===== src/rtl/wb_slave_mux.sv =====
// Wishbone classic 1-master to NUM_SLAVES-slave interconnect with registered decode and response.
// Latency: strobe one cycle after the request; ack/err one cycle after the slave ack or decision.
// Backpressure: accepts a request only in IDLE; a missing or dead slave ends in an error response.
module wb_slave_mux #(
  parameter int DW         = 8,
  parameter int AW         = 5,
  parameter int SEL_BITS   = 2,
  parameter int NUM_SLAVES = 4,
  parameter int TIMEOUT    = 255
) (
  input  logic                     wb_clk_i,
  input  logic                     wb_rst_n_i,
  input  logic                     m_cyc_i,
  input  logic                     m_stb_i,
  input  logic                     m_we_i,
  input  logic                     m_sel_i,
  input  logic [AW-1:0]            m_adr_i,
  input  logic [DW-1:0]            m_dat_i,
  output logic [DW-1:0]            m_dat_o,
  output logic                     m_ack_o,
  output logic                     m_err_o,
  output logic [NUM_SLAVES-1:0]    s_cyc_o,
  output logic [NUM_SLAVES-1:0]    s_stb_o,
  output logic                     s_we_o,
  output logic                     s_sel_o,
  output logic [AW-SEL_BITS-1:0]   s_adr_o,
  output logic [DW-1:0]            s_dat_o,
  input  logic [NUM_SLAVES*DW-1:0] s_dat_i,
  input  logic [NUM_SLAVES-1:0]    s_ack_i,
  input  logic                     err_clr_i,
  output logic [7:0]               err_cnt_o,
  output logic [AW-1:0]            err_adr_o
);

  localparam int LAW = AW - SEL_BITS;
  // One bit wider than a slot so that NUM_SLAVES == 2^SEL_BITS is representable.
  localparam logic [SEL_BITS:0] NUM_MAPPED = (SEL_BITS + 1)'(NUM_SLAVES);
  localparam logic [7:0]        TO_LAST    = 8'(TIMEOUT - 1);

  typedef enum logic [1:0] {IDLE, ACTIVE, RESP} state_t;

  typedef struct packed {
    logic          we;
    logic          sel;
    logic [AW-1:0] adr;
    logic [DW-1:0] dat;
  } req_t;

  state_t                state;
  req_t                  req_q;
  logic [SEL_BITS-1:0]   slot_q;
  logic [7:0]            tmo_cnt;

  logic [SEL_BITS-1:0]   req_slot;
  logic                  req_go;
  logic                  req_mapped;
  logic [NUM_SLAVES-1:0] req_onehot;
  logic [DW-1:0]         slot_dat;
  logic                  slot_ack;
  logic                  err_raise;
  logic [AW-1:0]         err_raise_adr;

  assign req_slot   = m_adr_i[AW-1 -: SEL_BITS];
  assign req_go     = m_cyc_i & m_stb_i;
  assign req_mapped = ({1'b0, req_slot} < NUM_MAPPED);

  // Shared slave-side signals are driven straight from the latched request.
  assign s_we_o  = req_q.we;
  assign s_sel_o = req_q.sel;
  assign s_adr_o = req_q.adr[LAW-1:0];
  assign s_dat_o = req_q.dat;

  // Decode the incoming slot to a one-hot strobe pattern.
  always_comb begin
    req_onehot = '0;
    for (int k = 0; k < NUM_SLAVES; k++) begin
      req_onehot[k] = (req_slot == SEL_BITS'(k));
    end
  end

  // Pick the selected slave's data and ack; other slaves' acks never reach the FSM.
  always_comb begin
    slot_dat = '0;
    slot_ack = 1'b0;
    for (int k = 0; k < NUM_SLAVES; k++) begin
      if (slot_q == SEL_BITS'(k)) begin
        slot_dat = s_dat_i[k*DW +: DW];
        slot_ack = s_ack_i[k];
      end
    end
  end

  // An error response is being decided this cycle: unmapped request or ack timeout.
  always_comb begin
    err_raise     = 1'b0;
    err_raise_adr = req_q.adr;
    if (state == IDLE && req_go && !req_mapped) begin
      err_raise     = 1'b1;
      err_raise_adr = m_adr_i;
    end else if (state == ACTIVE && m_cyc_i && !slot_ack && tmo_cnt == TO_LAST) begin
      err_raise = 1'b1;
    end
  end

  // Transaction FSM with registered strobes and master response.
  always_ff @(posedge wb_clk_i) begin
    if (!wb_rst_n_i) begin
      state   <= IDLE;
      req_q   <= '0;
      slot_q  <= '0;
      tmo_cnt <= '0;
      s_cyc_o <= '0;
      s_stb_o <= '0;
      m_ack_o <= 1'b0;
      m_err_o <= 1'b0;
      m_dat_o <= '0;
    end else begin
      case (state)
        IDLE: begin
          if (req_go) begin
            req_q.we  <= m_we_i;
            req_q.sel <= m_sel_i;
            req_q.adr <= m_adr_i;
            req_q.dat <= m_dat_i;
            slot_q    <= req_slot;
            tmo_cnt   <= '0;
            if (req_mapped) begin
              state   <= ACTIVE;
              s_cyc_o <= req_onehot;
              s_stb_o <= req_onehot;
            end else begin
              state   <= RESP;
              m_err_o <= 1'b1;
              m_dat_o <= '1;
            end
          end
        end
        ACTIVE: begin
          if (!m_cyc_i) begin
            // Master abandoned the cycle: drop the strobe silently.
            state   <= IDLE;
            s_cyc_o <= '0;
            s_stb_o <= '0;
          end else if (slot_ack) begin
            // Ack takes priority over a timeout landing in the same cycle.
            state   <= RESP;
            s_cyc_o <= '0;
            s_stb_o <= '0;
            m_ack_o <= 1'b1;
            m_dat_o <= slot_dat;
          end else if (tmo_cnt == TO_LAST) begin
            state   <= RESP;
            s_cyc_o <= '0;
            s_stb_o <= '0;
            m_err_o <= 1'b1;
            m_dat_o <= '1;
          end else begin
            tmo_cnt <= tmo_cnt + 8'd1;
          end
        end
        RESP: begin
          state   <= IDLE;
          m_ack_o <= 1'b0;
          m_err_o <= 1'b0;
        end
        default: begin
          state <= IDLE;
        end
      endcase
    end
  end

  // Sticky error status; a clear never erases the error that is being reported right now.
  always_ff @(posedge wb_clk_i) begin
    if (!wb_rst_n_i) begin
      err_cnt_o <= '0;
      err_adr_o <= '0;
    end else if (err_raise) begin
      err_adr_o <= err_raise_adr;
      if (err_clr_i) begin
        err_cnt_o <= 8'd1;
      end else if (err_cnt_o != 8'hFF) begin
        err_cnt_o <= err_cnt_o + 8'd1;
      end
    end else if (err_clr_i) begin
      if (m_err_o) begin
        err_cnt_o <= 8'd1;
      end else begin
        err_cnt_o <= '0;
        err_adr_o <= '0;
      end
    end
  end

endmodule


===== config.mk =====
export PLATFORM = sky130hd
export DESIGN_NAME = wb_slave_mux
export DESIGN_NICKNAME = d
export VERILOG_FILES = /design/src/rtl/wb_slave_mux.sv
export SDC_FILE = /design/constraint.sdc
export NUM_CORES = 1
export LEC_CHECK = 0
export ABC_AREA = 1
export CAP_MARGIN = 25
export CORE_AREA = 2 2 80 82
export DETAILED_ROUTE_END_ITERATION = 6
export DIE_AREA = 0 0 82 84
export PLACE_DENSITY_LB_ADDON = 0.12
export SYNTH_ARGS = -nofsm -noshare
export SYNTH_HDL_FRONTEND = slang
export SYNTH_SLANG_ARGS = --single-unit

===== constraint.sdc =====
create_clock -name wb_clk_i -period 1.85 [get_ports wb_clk_i]
set_clock_uncertainty 0.15 [all_clocks]
set_input_delay 0.37 -clock wb_clk_i [delete_from_list [all_inputs] [get_ports wb_clk_i]]
set_output_delay 0.37 -clock wb_clk_i [all_outputs]
set_load 0.02 [all_outputs]

Yosys cells after proc, flatten, opt, wreduce, memory -nomap -nowiden
Cells that the tools add are included.
{ "totals": {"output_inout_bits": 44, "ff_bits": 54, "in_bits": 56} }
{ "classes": {"muxes": 41, "add_sub_neg": 2, "bitwise_logic": 1, "n_eq_ne": 18, "reduce_logical": 21} }
{ "op_table": {"columns": ["operator", "n"], "rows": [
  ["two-way mux 8 bit", 14],
  ["adder 8 x 1 -> 8 bit (second input constant)", 2],
  ["two-way mux 4 bit", 4],
  ["one-hot mux 8 bit (2 select lines)", 1],
  ["two-way mux 5 bit", 3],
  ["two-way mux 1 bit", 11],
  ["== test 2 bit (second input constant)", 5],
  ["inequality test 2 bit (second input constant)", 5],
  ["nonzero test 2 bit", 5],
  ["AND reduction 3 bit", 3],
  ["== test 8 bit (second input constant)", 1],
  ["two-way mux 2 bit", 4],
  ["inequality test 8 bit (second input constant)", 1],
  ["one-hot mux 4 bit (2 select lines)", 1],
  ["AND reduction 2 bit", 4],
  ["== test 2 x 1 -> 1 bit (second input constant)", 3],
  ["zero test 2 bit", 3],
  ["AND reduction 5 bit", 1],
  ["inequality test 2 x 1 -> 1 bit (second input constant)", 2],
  ["inequality test 4 x 3 -> 1 bit (second input constant)", 1],
  ["one-hot mux 1 bit (2 select lines)", 2],
  ["one-hot mux 2 bit (2 select lines)", 1],
  ["AND reduction 4 bit", 1],
  ["logical AND 1 bit", 3],
  ["2 further kinds", 2]
]} }

Depth between registers and ports, before layout
{ "logic_depth": {"depth_word": 11, "mapped_depth": 11, "mapped_depth_nobuf": 11} }

Worst setup path before layout
No wires, ideal clock.
{ "synth_path": {"path_kind": "register to register", "startpoint": "reg tmo_cnt[0]", "endpoint": "reg err_cnt_o[0]", "path_stages_with_launch": 12, "slack_ns": 0.209, "arrival_ns": 1.379, "cell_sequence": "dfxtp_1 > inv_1 > ha_1 > nand2_1 > nor2_1 > nand2_1 > nor2_2 > nand4_2 > nand2_2 > inv_1 > nor2_1 > nor2_1"} }
{ "synth_between": {"elab_chain_len": 5, "word_cells_on_any_way": 6, "cone_classes": "eq/ne: 1; mux: 2; reduce/logical: 3"} }
{ "synth_rtl": {"columns": ["item", "line_no", "text"], "rows": [
  ["start: declaration", "52", "logic [7:0] tmo_cnt;"],
  ["start signal: assignment", "158", "tmo_cnt <= tmo_cnt + 8'd1;"],
  ["== test 8 bit (*)", "100", "end else if (state == ACTIVE && m_cyc_i && !slot_ack && tmo_cnt == TO_LAST) begin"],
  ["logical AND 1 bit (*)", "100", null],
  ["two-way mux 1 bit (*)", "100", null],
  ["nonzero test 2 bit (no line)", null, null],
  ["AND reduction 2 bit (no line)", null, null],
  ["end signal: assignment", "183", "err_cnt_o <= err_cnt_o + 8'd1;"],
  ["end: declaration", "31", "output logic [7:0] err_cnt_o,"]
]} }
Mark *: on every way between the ends. The rest lies on a longest branch, timed or not.
A chain may end at the register's enable or synchronous reset.

Final worst setup path
{ "layout_path": {"startpoint": "reg req_q, in the netlist err_raise_adr[1]", "endpoint": "out s_adr_o[1]"} }
{ "layout_lines": {"columns": ["item", "line_no", "text"], "rows": [
  ["start: declaration", "50", "req_t req_q;"],
  ["end: declaration", "26", "output logic [AW-SEL_BITS-1:0] s_adr_o,"]
]} }
No word-level cell between the ends.

==> results by group <==
Cells and area
  – Layout cells sized above 1: 0.115
  – # diodes: 0
  – Utilization after layout: 0.657
  – Final-stage net count: 572
  – Fillers: 550
  – Area delta synth->final: 53.9%

Clocking
  – Max Buffers Root-to-Sink: 2
  – Clock transition at path regs: 0.09 ns
  – Cts-stage hold buffer count: 0
  – Clock Sinks: 52
  – H-tree Lvls: 2
  – CTS tree: yes
  – Clock root buffer: clkbuf_8
  – Worst skew pair latency: 0.31 ns
  – Num CTS Buffers: 5

Die
  – Starting Density: 0.427
  – Total core area: 6100 um^2
  – Die area: 6890 um^2
  – Die X-Extent: 82 um
  – # IOs: 100
  – Core Rows: 29
  – Die height: 84 um

Yosys
  – Post-synthesis compound-gate area fraction: 0.125
  – Multiplexer share of the synthesized area: 0
  – Synth area leader: dfxtp_1
  – Yosys top cell area share: 0.400
  – Syn Nets: 452
  – Syn avg cell area: 6.63 um^2
  – Syn. warnings: 0
  – Mapped Area: 2600 um^2
  – Yosys cell types: 23
  – #FFs+latches synth: 52
  – Simple-gate portion of the synthesized area: 0.368
  – Largest family of logic cells by synthesized area: simple AND/OR/NAND/NOR gates
  – Post-Synth XOR/XNOR Area: 0.00336
  – Synth Instances: 393
  – Seq/Total Area, Yosys: 0.400
  – Adder-Cell Fraction of Synth Area: 0.0144
  – Ranking of synthesized cells by area: dfxtp_1, nand2_1, nor2_1

Pwr
  – Seq pwr share: 0.469
  – LEAKAGE: 1.81 nW
  – Power Dens Cells: 636 nW/um^2
  – Clock power share: 0.308
  – Peak supply drop: 0.000369 V
  – Cell Int Power: 1.86 mW
  – Sw power: 0.691 mW
  – Combinational share of power: 0.223
  – Sw Share: 0.271

Timing
  – Min Tclk post-route: 1.80 ns
  – Max-slew violations: 0
  – Fmax: 556 MHz
  – Final worst slack: 0.0518 ns
  – Setup_tns: 0 ns
  – Final hold vios: 0
  – Slew HR: 0.759
  – Endpoints failing setup: 0
  – RSZ-0062 raised after global routing: no
  – Measured slew at the worst slew-check pin: 0.360 ns
  – Hold WS: 0.331 ns
  – Final worst-path cycle share: 0.972

Status
  – Outcome: finished, final reports clean

Setup path
  – WS Path Type: flop to output port
  – R2r worst-path depth: 9
  – CP Depth: 1
  – Critical path buffers and inverters: 1
  – Max stage delay on crit path: 0.61 ns
  – CP cell instances: clkdlybuf4s50_1
  – Data arrival time of the critical path: 1.28 ns
  – R2r endpoint: m_err_o
  – Setup crit end kind: output port
  – Worst Path Required: 1.33 ns
  – Setup slack, reg-to-reg: 0.13 ns
  – CP startpoint: err_raise_adr[1]
  – Crit path capture: s_adr_o[1]
  – Reg-to-reg startpoint: tmo_cnt[0]
  – Crit Path Max Fanout: 3
  – Slowest library cell on the worst path: clkdlybuf4s50_1
  – Crit path max-delay family: buffers and inverters
  – Worst Setup Start Kind: flop

Route
  – Vias per inst: 4.84
  – Routed Antenna Nets: 0
  – DR WL/cell: 12.0 um
  – Residual DRC: 0
  – Drt first-iter violations: 77
  – Initial DRT Pass Iterations: 4
  – Drt total wl: 7100 um
  – Vias: 2858

Placement
  – Place WS: -0.177 ns
  – Final HPWL DP: 5250 um
  – Placer Congestion: 0.780
  – Number of port buffers: 99

Hold path
  – Tightest Hold Check Type: flop to flop

Global route
  – First-pass GRT wire length: 11000 um
  – Antenna violations before repair: 0
  – Largest net degree at the start of global routing: 32
  – All-Layer GR Usage: 0.199
  – GRT Residual Overflow: 0
  – Vias in the first global route: 2587

Flow run
  – Max_cap viols: 0
-- layer usage --
layer / vias up / share of wire / GRT usage
met5: - / 0 / 0
met4: 0 / 0.0099 / 0.0530
met3: 6 / 0.080 / 0.0530
met2: 83 / 0.47 / 0.342
met1: 1267 / 0.44 / 0.239
li1: 1502 / - / -
-- synth_stat cells, drive strengths merged --
| cell type | n |
|---|---|
| inv | 33 |
| nor3 | 3 |
| xor2 | 1 |
| clkbuf | 5 |
| a211oi | 1 |
| buf | 13 |
| o21ai | 41 |
| nand4 | 8 |
| dfxtp | 52 |
| ha | 3 |
| nand3 | 36 |
| a21boi | 1 |
| nor2 | 89 |
| nand2 | 86 |
| a21oi | 21 |
-- power by group through the flow --
stage | clock (mW) | sequential [mW] | combinational (mW)
after floorplan | 0 | 1.25 | 0.242
after global placement | 0 | 1.22 | 0.545
after detailed placement | 0 | 1.22 | 0.551
after CTS | 0.802 | 1.20 | 0.556
after global routing | 0.843 | 1.20 | 0.625
final | 0.785 | 1.19 | 0.567
-- worst min path at each step --
stage | from | end | cells past startpoint
finish | m_dat_o[4] | m_dat_o[4] | 2
global route | s_dat_o[7] | s_dat_o[7] | 2
CTS | m_dat_o[5] | m_dat_o[5] | 2
detailed placement | m_dat_o[5] | m_dat_o[5] | 2
global placement | m_dat_o[2] | m_dat_o[2] | 2
floorplan | tmo_cnt[4] | tmo_cnt[4] | 2
-- final cells by class --
cell class | count | area [um^2] | area share
multi-input combinational | 290 | 1370 | 0.341
clock inverter | 3 | 42.5 | 0.0106
inverter | 33 | 124 | 0.0309
timing repair buffer | 131 | 1260 | 0.316
tap | 77 | 96.3 | 0.0240
clock buffer | 5 | 68.8 | 0.0172
sequential | 52 | 1040 | 0.260
-- logic make-up (layout without fill, tap and decap cells) --
kind of cell,Yosys count,after routing
simple gates,222,222
compound gates,64,64
flops,52,52
buf+inv,51,172
fa+ha+maj,3,3
xor+xnor,1,1
-- sequential cells by signal, indices dropped and copies added (netlist names) --
register / count
m_err_o: 1
state: 2
m_dat_o: 8
s_we_o: 1
s_sel_o: 1
m_ack_o: 1
s_dat_o: 8
err_adr_o: 5
slot_q: 1
err_cnt_o: 8
s_stb_o: 4
tmo_cnt: 8
err_raise_adr: 4
-- timing repair --
action	4_1_cts	5_1_grt
setup endpoints to repair	12	43
pin swaps	0	1
buffers inserted	0	2
gates resized for setup	8	23
-- metrics by stage --
step | cell area, um^2 | power [mW] | cells
2_1_floorplan | 2600 | 1.50 | 393
3_3_place_gp | 3820 | 1.76 | 581
3_5_place_dp | 3820 | 1.77 | 581
4_1_cts | 3930 | 2.55 | 589
5_1_grt | 4010 | 2.67 | 591
6_report | 4010 | 2.55 | 591
-- layout by cell type (no fill, tap or decap), drive strengths merged, types with 8 or more instances in the layout --
cell and instances:
nor2 89, nand2 86, clkdlybuf4s50 83, dfxtp 52, o21ai 41, nand3 36
inv 33, buf 32, a21oi 21, dlymetal6s2s 10, nand4 8
(Power assumes the default switching activity.)
